==> src/rtl/ftq_multi_commit_if.sv <==
// ftq_multi_commit_if
// Bundles every non-clock signal of the fetch target queue.
//   slave  : seen by the FTQ (BPU P0/P1, IFU ready, flush, commit, query in;
//            full/count, IFU block, redirect, query PC out)
//   master : seen by the environment driving the FTQ (directions reversed)
// Handshake: an IFU transfer occurs in any cycle where ifu_valid_o and
// ifu_ready_i are both high; ifu_valid_o never depends on ifu_ready_i.
// Optional macro: FTQ_COMMIT_CHECK_EN adds commit_error_o.
interface ftq_multi_commit_if #(
  parameter int DEPTH         = 8,
  parameter int ADDR_WIDTH    = 32,
  parameter int PAYLOAD_WIDTH = 8,
  parameter int COMMIT_WIDTH  = 2
);
  localparam int IDW = $clog2(DEPTH);
  localparam int CW  = $clog2(COMMIT_WIDTH) + 1;

  logic                     p0_valid_i;
  logic [ADDR_WIDTH-1:0]    p0_pc_i;
  logic [PAYLOAD_WIDTH-1:0] p0_payload_i;
  logic                     p1_valid_i;
  logic [ADDR_WIDTH-1:0]    p1_pc_i;
  logic [PAYLOAD_WIDTH-1:0] p1_payload_i;
  logic                     full_o;
  logic [IDW:0]             count_o;
  logic                     ifu_valid_o;
  logic                     ifu_ready_i;
  logic [ADDR_WIDTH-1:0]    ifu_pc_o;
  logic [PAYLOAD_WIDTH-1:0] ifu_payload_o;
  logic [IDW-1:0]           ifu_id_o;
  logic                     ifu_redirect_o;
  logic                     flush_i;
  logic [IDW-1:0]           flush_id_i;
  logic [CW-1:0]            commit_num_i;
  logic [IDW-1:0]           query_id_i;
  logic [ADDR_WIDTH-1:0]    query_pc_o;
`ifdef FTQ_COMMIT_CHECK_EN
  logic                     commit_error_o;
`endif

  modport slave (
    input  p0_valid_i, p0_pc_i, p0_payload_i,
    input  p1_valid_i, p1_pc_i, p1_payload_i,
    input  ifu_ready_i, flush_i, flush_id_i, commit_num_i, query_id_i,
`ifdef FTQ_COMMIT_CHECK_EN
    output commit_error_o,
`endif
    output full_o, count_o, ifu_valid_o, ifu_pc_o, ifu_payload_o,
    output ifu_id_o, ifu_redirect_o, query_pc_o
  );

  modport master (
    output p0_valid_i, p0_pc_i, p0_payload_i,
    output p1_valid_i, p1_pc_i, p1_payload_i,
    output ifu_ready_i, flush_i, flush_id_i, commit_num_i, query_id_i,
`ifdef FTQ_COMMIT_CHECK_EN
    input  commit_error_o,
`endif
    input  full_o, count_o, ifu_valid_o, ifu_pc_o, ifu_payload_o,
    input  ifu_id_o, ifu_redirect_o, query_pc_o
  );
endinterface

==> src/rtl/ftq_multi_commit.sv <==
// ftq_multi_commit
// Fetch target queue between BPU and IFU. Circular buffer of DEPTH fetch
// blocks (PC + payload) addressed by wrap-bit pointers bpu/ifu/comm.
// Ports:
//   clk, rst   : clock, synchronous active-high reset
//   bus.slave  : P0 enqueue, P1 override of last enqueued block, IFU
//                valid/ready issue with redirect, backend flush to a
//                surviving id, multi-block commit, combinational PC query
// Optional macro: FTQ_COMMIT_CHECK_EN clamps commit_num_i to the issued
// count and raises sticky commit_error_o on bad commit/flush requests.
module ftq_multi_commit #(
  parameter int DEPTH         = 8,
  parameter int ADDR_WIDTH    = 32,
  parameter int PAYLOAD_WIDTH = 8,
  parameter int COMMIT_WIDTH  = 2
) (
  input logic               clk,
  input logic               rst,
  ftq_multi_commit_if.slave bus
);
  localparam int IDW = $clog2(DEPTH);
  localparam int CW  = $clog2(COMMIT_WIDTH) + 1;

  logic [ADDR_WIDTH-1:0]    r_pc [DEPTH];
  logic [PAYLOAD_WIDTH-1:0] r_pl [DEPTH];
  logic [IDW:0]             r_bpu_ptr, r_ifu_ptr, r_comm_ptr, r_last_ptr;
  logic                     r_last_vld;

  logic               w_full, w_ifu_valid, w_hs, w_enq, w_ovr, w_issued, w_redirect;
  logic [IDW:0]       w_count, w_cnum, w_flush_ptr;
  logic [IDW-1:0]     w_flush_off;

  assign w_full      = (r_bpu_ptr[IDW] != r_comm_ptr[IDW]) &&
                       (r_bpu_ptr[IDW-1:0] == r_comm_ptr[IDW-1:0]);
  assign w_count     = r_bpu_ptr - r_comm_ptr;
  assign w_ifu_valid = (r_ifu_ptr != r_bpu_ptr);
  assign w_hs        = w_ifu_valid & bus.ifu_ready_i;
  assign w_enq       = bus.p0_valid_i & ~w_full & ~bus.p1_valid_i & ~bus.flush_i;
  assign w_ovr       = bus.p1_valid_i & r_last_vld & ~bus.flush_i;
  // The overridden block has reached the IFU if the IFU already moved past
  // it, or is taking it in this very cycle.
  assign w_issued    = (r_ifu_ptr == r_last_ptr + 1'b1) ||
                       (w_hs && (r_ifu_ptr == r_last_ptr));
  assign w_redirect  = w_ovr & w_issued;

  // Flush id only carries the index; rebuild the lap bit relative to comm.
  assign w_flush_off = bus.flush_id_i - r_comm_ptr[IDW-1:0];
  assign w_flush_ptr = r_comm_ptr + {1'b0, w_flush_off};

`ifdef FTQ_COMMIT_CHECK_EN
  logic         r_commit_error;
  logic [IDW:0] w_iss_cnt, w_cnum_raw;
  logic         w_cnum_over, w_flush_bad;

  assign w_iss_cnt   = r_ifu_ptr - r_comm_ptr;
  assign w_cnum_raw  = {{(IDW+1-CW){1'b0}}, bus.commit_num_i};
  assign w_cnum_over = (w_cnum_raw > w_iss_cnt);
  assign w_cnum      = w_cnum_over ? w_iss_cnt : w_cnum_raw;
  assign w_flush_bad = bus.flush_i && ({1'b0, w_flush_off} >= w_count);

  always_ff @(posedge clk) begin
    if (rst) r_commit_error <= 1'b0;
    else if (w_cnum_over || w_flush_bad) r_commit_error <= 1'b1;
  end

  assign bus.commit_error_o = r_commit_error;
`else
  assign w_cnum = {{(IDW+1-CW){1'b0}}, bus.commit_num_i};
`endif

  always_ff @(posedge clk) begin
    if (rst) begin
      r_bpu_ptr  <= '0;
      r_ifu_ptr  <= '0;
      r_comm_ptr <= '0;
      r_last_ptr <= '0;
      r_last_vld <= 1'b0;
      for (int i = 0; i < DEPTH; i++) begin
        r_pc[i] <= '0;
        r_pl[i] <= '0;
      end
    end else begin
      r_comm_ptr <= r_comm_ptr + w_cnum;
      if (bus.flush_i) begin
        r_bpu_ptr  <= w_flush_ptr + 1'b1;
        r_ifu_ptr  <= w_flush_ptr + 1'b1;
        r_last_vld <= 1'b0;
      end else begin
        if (w_enq) begin
          r_pc[r_bpu_ptr[IDW-1:0]] <= bus.p0_pc_i;
          r_pl[r_bpu_ptr[IDW-1:0]] <= bus.p0_payload_i;
          r_bpu_ptr  <= r_bpu_ptr + 1'b1;
          r_last_ptr <= r_bpu_ptr;
          r_last_vld <= 1'b1;
        end else begin
          r_last_vld <= 1'b0;
        end
        if (w_ovr) begin
          r_pc[r_last_ptr[IDW-1:0]] <= bus.p1_pc_i;
          r_pl[r_last_ptr[IDW-1:0]] <= bus.p1_payload_i;
        end
        if (w_redirect)  r_ifu_ptr <= r_last_ptr;
        else if (w_hs)   r_ifu_ptr <= r_ifu_ptr + 1'b1;
      end
    end
  end

  assign bus.full_o         = w_full;
  assign bus.count_o        = w_count;
  assign bus.ifu_valid_o    = w_ifu_valid;
  assign bus.ifu_pc_o       = r_pc[r_ifu_ptr[IDW-1:0]];
  assign bus.ifu_payload_o  = r_pl[r_ifu_ptr[IDW-1:0]];
  assign bus.ifu_id_o       = r_ifu_ptr[IDW-1:0];
  assign bus.ifu_redirect_o = w_redirect;
  assign bus.query_pc_o     = r_pc[bus.query_id_i];
endmodule

==> src/flat_wrapper.sv <==
// flat-port wrapper written by rule: the top's interface ports become plain ports
module ftq_multi_commit_flat 
#(
  parameter int DEPTH         = 8,
  parameter int ADDR_WIDTH    = 32,
  parameter int PAYLOAD_WIDTH = 8,
  parameter int COMMIT_WIDTH  = 2
)
  (clk, rst, bus_p0_valid_i, bus_p0_pc_i, bus_p0_payload_i, bus_p1_valid_i, bus_p1_pc_i, bus_p1_payload_i, bus_ifu_ready_i, bus_flush_i, bus_flush_id_i, bus_commit_num_i, bus_query_id_i, bus_full_o, bus_count_o, bus_ifu_valid_o, bus_ifu_pc_o, bus_ifu_payload_o, bus_ifu_id_o, bus_ifu_redirect_o, bus_query_pc_o);
  ftq_multi_commit_if #(.DEPTH(DEPTH), .ADDR_WIDTH(ADDR_WIDTH), .PAYLOAD_WIDTH(PAYLOAD_WIDTH), .COMMIT_WIDTH(COMMIT_WIDTH)) bus_i ();
  input logic clk;
  input logic rst;
  input wire logic [$bits(bus_i.p0_valid_i)-1:0] bus_p0_valid_i;
  input wire logic [$bits(bus_i.p0_pc_i)-1:0] bus_p0_pc_i;
  input wire logic [$bits(bus_i.p0_payload_i)-1:0] bus_p0_payload_i;
  input wire logic [$bits(bus_i.p1_valid_i)-1:0] bus_p1_valid_i;
  input wire logic [$bits(bus_i.p1_pc_i)-1:0] bus_p1_pc_i;
  input wire logic [$bits(bus_i.p1_payload_i)-1:0] bus_p1_payload_i;
  input wire logic [$bits(bus_i.ifu_ready_i)-1:0] bus_ifu_ready_i;
  input wire logic [$bits(bus_i.flush_i)-1:0] bus_flush_i;
  input wire logic [$bits(bus_i.flush_id_i)-1:0] bus_flush_id_i;
  input wire logic [$bits(bus_i.commit_num_i)-1:0] bus_commit_num_i;
  input wire logic [$bits(bus_i.query_id_i)-1:0] bus_query_id_i;
  output wire logic [$bits(bus_i.full_o)-1:0] bus_full_o;
  output wire logic [$bits(bus_i.count_o)-1:0] bus_count_o;
  output wire logic [$bits(bus_i.ifu_valid_o)-1:0] bus_ifu_valid_o;
  output wire logic [$bits(bus_i.ifu_pc_o)-1:0] bus_ifu_pc_o;
  output wire logic [$bits(bus_i.ifu_payload_o)-1:0] bus_ifu_payload_o;
  output wire logic [$bits(bus_i.ifu_id_o)-1:0] bus_ifu_id_o;
  output wire logic [$bits(bus_i.ifu_redirect_o)-1:0] bus_ifu_redirect_o;
  output wire logic [$bits(bus_i.query_pc_o)-1:0] bus_query_pc_o;
  assign bus_i.p0_valid_i = bus_p0_valid_i;
  assign bus_i.p0_pc_i = bus_p0_pc_i;
  assign bus_i.p0_payload_i = bus_p0_payload_i;
  assign bus_i.p1_valid_i = bus_p1_valid_i;
  assign bus_i.p1_pc_i = bus_p1_pc_i;
  assign bus_i.p1_payload_i = bus_p1_payload_i;
  assign bus_i.ifu_ready_i = bus_ifu_ready_i;
  assign bus_i.flush_i = bus_flush_i;
  assign bus_i.flush_id_i = bus_flush_id_i;
  assign bus_i.commit_num_i = bus_commit_num_i;
  assign bus_i.query_id_i = bus_query_id_i;
  assign bus_full_o = bus_i.full_o;
  assign bus_count_o = bus_i.count_o;
  assign bus_ifu_valid_o = bus_i.ifu_valid_o;
  assign bus_ifu_pc_o = bus_i.ifu_pc_o;
  assign bus_ifu_payload_o = bus_i.ifu_payload_o;
  assign bus_ifu_id_o = bus_i.ifu_id_o;
  assign bus_ifu_redirect_o = bus_i.ifu_redirect_o;
  assign bus_query_pc_o = bus_i.query_pc_o;
  ftq_multi_commit #(.DEPTH(DEPTH), .ADDR_WIDTH(ADDR_WIDTH), .PAYLOAD_WIDTH(PAYLOAD_WIDTH), .COMMIT_WIDTH(COMMIT_WIDTH)) u_core (.clk(clk), .rst(rst), .bus(bus_i));
endmodule
==> config.mk <==
export PLATFORM = sky130hd
export DESIGN_NAME = ftq_multi_commit_flat
export DESIGN_NICKNAME = d
export VERILOG_FILES = /design/src/rtl/ftq_multi_commit_if.sv /design/src/rtl/ftq_multi_commit.sv /design/src/flat_wrapper.sv
export SDC_FILE = /design/constraint.sdc
export NUM_CORES = 1
export LEC_CHECK = 0
export BUFFER_PORTS_ARGS = -buffer_cell sky130_fd_sc_hd__buf_4
export CAP_MARGIN = 20
export CORE_MARGIN = 2
export CORE_UTILIZATION = 35
export DETAILED_ROUTE_END_ITERATION = 10
export PLACE_DENSITY = 0.51
export SYNTH_ARGS = -nofsm -noshare
export SYNTH_HDL_FRONTEND = slang
export SYNTH_SLANG_ARGS = --single-unit
==> constraint.sdc <==
create_clock -name clk -period 8.9 [get_ports clk]
set_clock_uncertainty 0.15 [all_clocks]
set_input_delay 0.89 -clock clk [delete_from_list [all_inputs] [get_ports clk]]
set_output_delay 0.89 -clock clk [all_outputs]
set_load 0.02 [all_outputs]
==> impl_results.md <==
* Worst Hold Launch: u_core.r_bpu_ptr[3]
* Ports at 176
* Top cell type's share of synthesized area at 0.5575
* FP Rows at 81
* Mapped Nets at 1279
* Via count at 10553
* RR Endpoint: u_core.r_pl[5][5]
* Vias in the first global route at 11032
* Reg2reg setup slack at 4.33 ns
* Setup TNS at 0 ns
* Chip Height at 225.9 um
* CTS tree: yes
* Number of flops mapped to enable cells by yosys at 320
* GRT overflow at 0
* Critical path fanouts, max at 41
* Core area at 48750 um2
* Port Buffer Count at 175
* Max capacitance violation total at 0
* Cts hold-fix bufs at 0
* Clk_lat worst skew at 0.52 ns
* H-Tree Depth at 2
* Antenna cells at 0
* Mean area per synthesized cell at 14.74 um2
* Post-layout min period at 4.916 ns
* Die Wd at 225.9 um
* Root Driver: clkbuf_16
* Detailed-route wire length at 48660 um
* Worst R2R Path Depth at 8
* Placed insts at 1936
* Most frequent cell after synthesis: nor2_1
* Worst Setup Start Kind: input pin
* Share of cells above drive strength 1 at 0.3665
* Layout area overhead at 18.81%
* Mapped cell area at 17240 um2
* Post-CTS sizing at 0
* Setup WS post-layout at 3.984 ns
* Worst slew pin tran at 1.069 ns
* Critical path class: in2reg
* Initial Util at 0.3536
* Total CTS buffers at 40
* Post-synthesis sequential area ratio at 0.5808
* Status: complete, no violations
* Avg WL per Cell at 24.22 um
* Worst Setup End Kind: flip-flop
* Data arrival, critical path at 4.95 ns
* Hold Path End: u_core.r_bpu_ptr[3]
* First-pass GRT wire length at 71350 um
* Drt first pass iters at 5
* Leak at 7.303 nW
* Pin count of the biggest net entering global routing at 65
* Hold Vio Cnt, Final at 0
* Unrepaired setup endpoints after global routing: false
* Yosys top cell by area: edfxtp_1
* Antenna Nets Post-Route at 0
* WHS Path Cells at 2
* Synth cell types at 45
* Remaining DRCs at 0
* FF+latch count, synth at 340
* Die ar. at 51040 um2
* Non-Filler Instances at 2009
* Power Density at 215.4 nW/um2
* Setup bufs post-CTS at 0
* HP Class: reg2reg
* Post-synth top cells: 338 x nor2_1, 320 x edfxtp_1, 144 x mux4_2
* Critical path origin: bus_flush_i
* Rel. slew slack at 0.2668
* Final net count at 1425
* Dominant cells by area after synthesis: edfxtp_1 56%, mux4_2 19%, nor2_1 7.4%, mux2_2 4.7%, mux2i_1 2.8%
* Syn. warnings at 0
* Fin util at 0.4201
* CP required at 8.93 ns
* # setup viols final at 0
* Slew Limit Fails at 0
* FF-to-FF Start: u_core.r_last_vld
* Peak supply drop at 109.2 uV
* Num Clock Sinks at 340
* Tcrit/Tclk final at 0.5523
* Initial drt markers at 812
* Gpl congestion at 0.7340
* HPWL after DPL at 28460 um
* Drt via density at 5.253
* Mapped Cells at 1169
* GRT Total Usage at 0.1921
* CTS clk-pin slew, worst paths at 0.06 ns
* Placement Setup Slack at 3.376 ns
* Fillers at 4484
* Initial antenna violation count at 0
* Main synth FF type: edfxtp_1
* Fraction of registers with async set/reset at 0
* Clock tree buffer depth at 3
* Max Freq at 0.2034 GHz
## metrics by stage
| stage | hold WS, ns | total power (W) | area (um2) |
|---|---|---|---|
| after global routing | 0.4305 | 0.004571 | 20480 |
| after global placement | 0.3864 | 0.002833 | 19140 |
| after floorplan | 0.3414 | 0.002486 | 17240 |
| after CTS | 0.4094 | 0.004456 | 20460 |
| final | 0.4032 | 0.004411 | 20480 |
| after detailed placement | 0.3968 | 0.002835 | 19170 |
## critical path, stage by stage
cell and delay [ns]:
buf_4 0.18, nand3b_1 0.27, nor2_4 0.58, buf_4 0.67, mux2i_1 0.18, and2b_1 0.34, nand2_2 0.61, nand2b_2 0.74
buf_4 0.44
## sequential cells by signal, summed over array words and instances (netlist names), named ones only
name	cells
u_core.r_last_ptr	4
u_core.r_pc	256
u_core.r_comm_ptr	4
u_core.r_last_vld	1
u_core.r_ifu_ptr	4
u_core.r_pl	64
u_core.r_bpu_ptr	4
## area by class of cell
cell class                 instances  area (um2)  area share
clock buffer                      48        1072     0.05236
clock inverter                    24       215.2     0.01051
inverter                          19       71.32    0.003483
multi-input combinational        717        6758      0.3300
sequential                       340       10020      0.4892
tap                              664       830.8     0.04057
timing repair buffer             197        1511     0.07381
## worst max path at each step
| stage | end | slack, ns |
|---|---|---|
| after floorplan | bus_query_pc_o[0] | 5.44 |
| after global placement | u_core.r_pl[1][5] | 3.50 |
| after detailed placement | u_core.r_pl[1][6] | 3.38 |
| after CTS | u_core.r_pl[5][5] | 3.91 |
| after global routing | u_core.r_pl[5][5] | 3.70 |
| final | u_core.r_pl[5][5] | 3.98 |
## layer usage
layer,up-vias,share of wire,GRT usage
li1,4695,-,-
met1,5456,0.43,0.2616
met2,338,0.49,0.3255
met3,64,0.059,0.02862
met4,0,0.018,0.04251
met5,-,0,0
## cells by family after synthesis
family	synth area share
flops	0.5808
xor+xnor	0.01169
fa+ha+maj	0.01336
buf+inv	0.02991
mux	0.2637
compound gates	0.01016
simple gates	0.09045
## placed cells by master (no fill, tap or decap), drive strengths merged, types with 6 or more instances in the layout
| master | count |
|---|---|
| nor2 | 338 |
| ha | 12 |
| mux2 | 72 |
| buf | 197 |
| clkbuf | 48 |
| a21oi | 6 |
| xnor2 | 17 |
| inv | 19 |
| nand2b | 12 |
| xor2 | 6 |
| edfxtp | 320 |
| clkinv | 19 |
| nand2 | 10 |
| mux2i | 49 |
| dfxtp | 20 |
| mux4 | 144 |
## power by group
group,internal (W),switching [W]
Combinational,0.000426,0.000465
Clock,0.000972,0.000649
Sequential,0.00182,0.0000760
(Power assumes the default switching activity.)
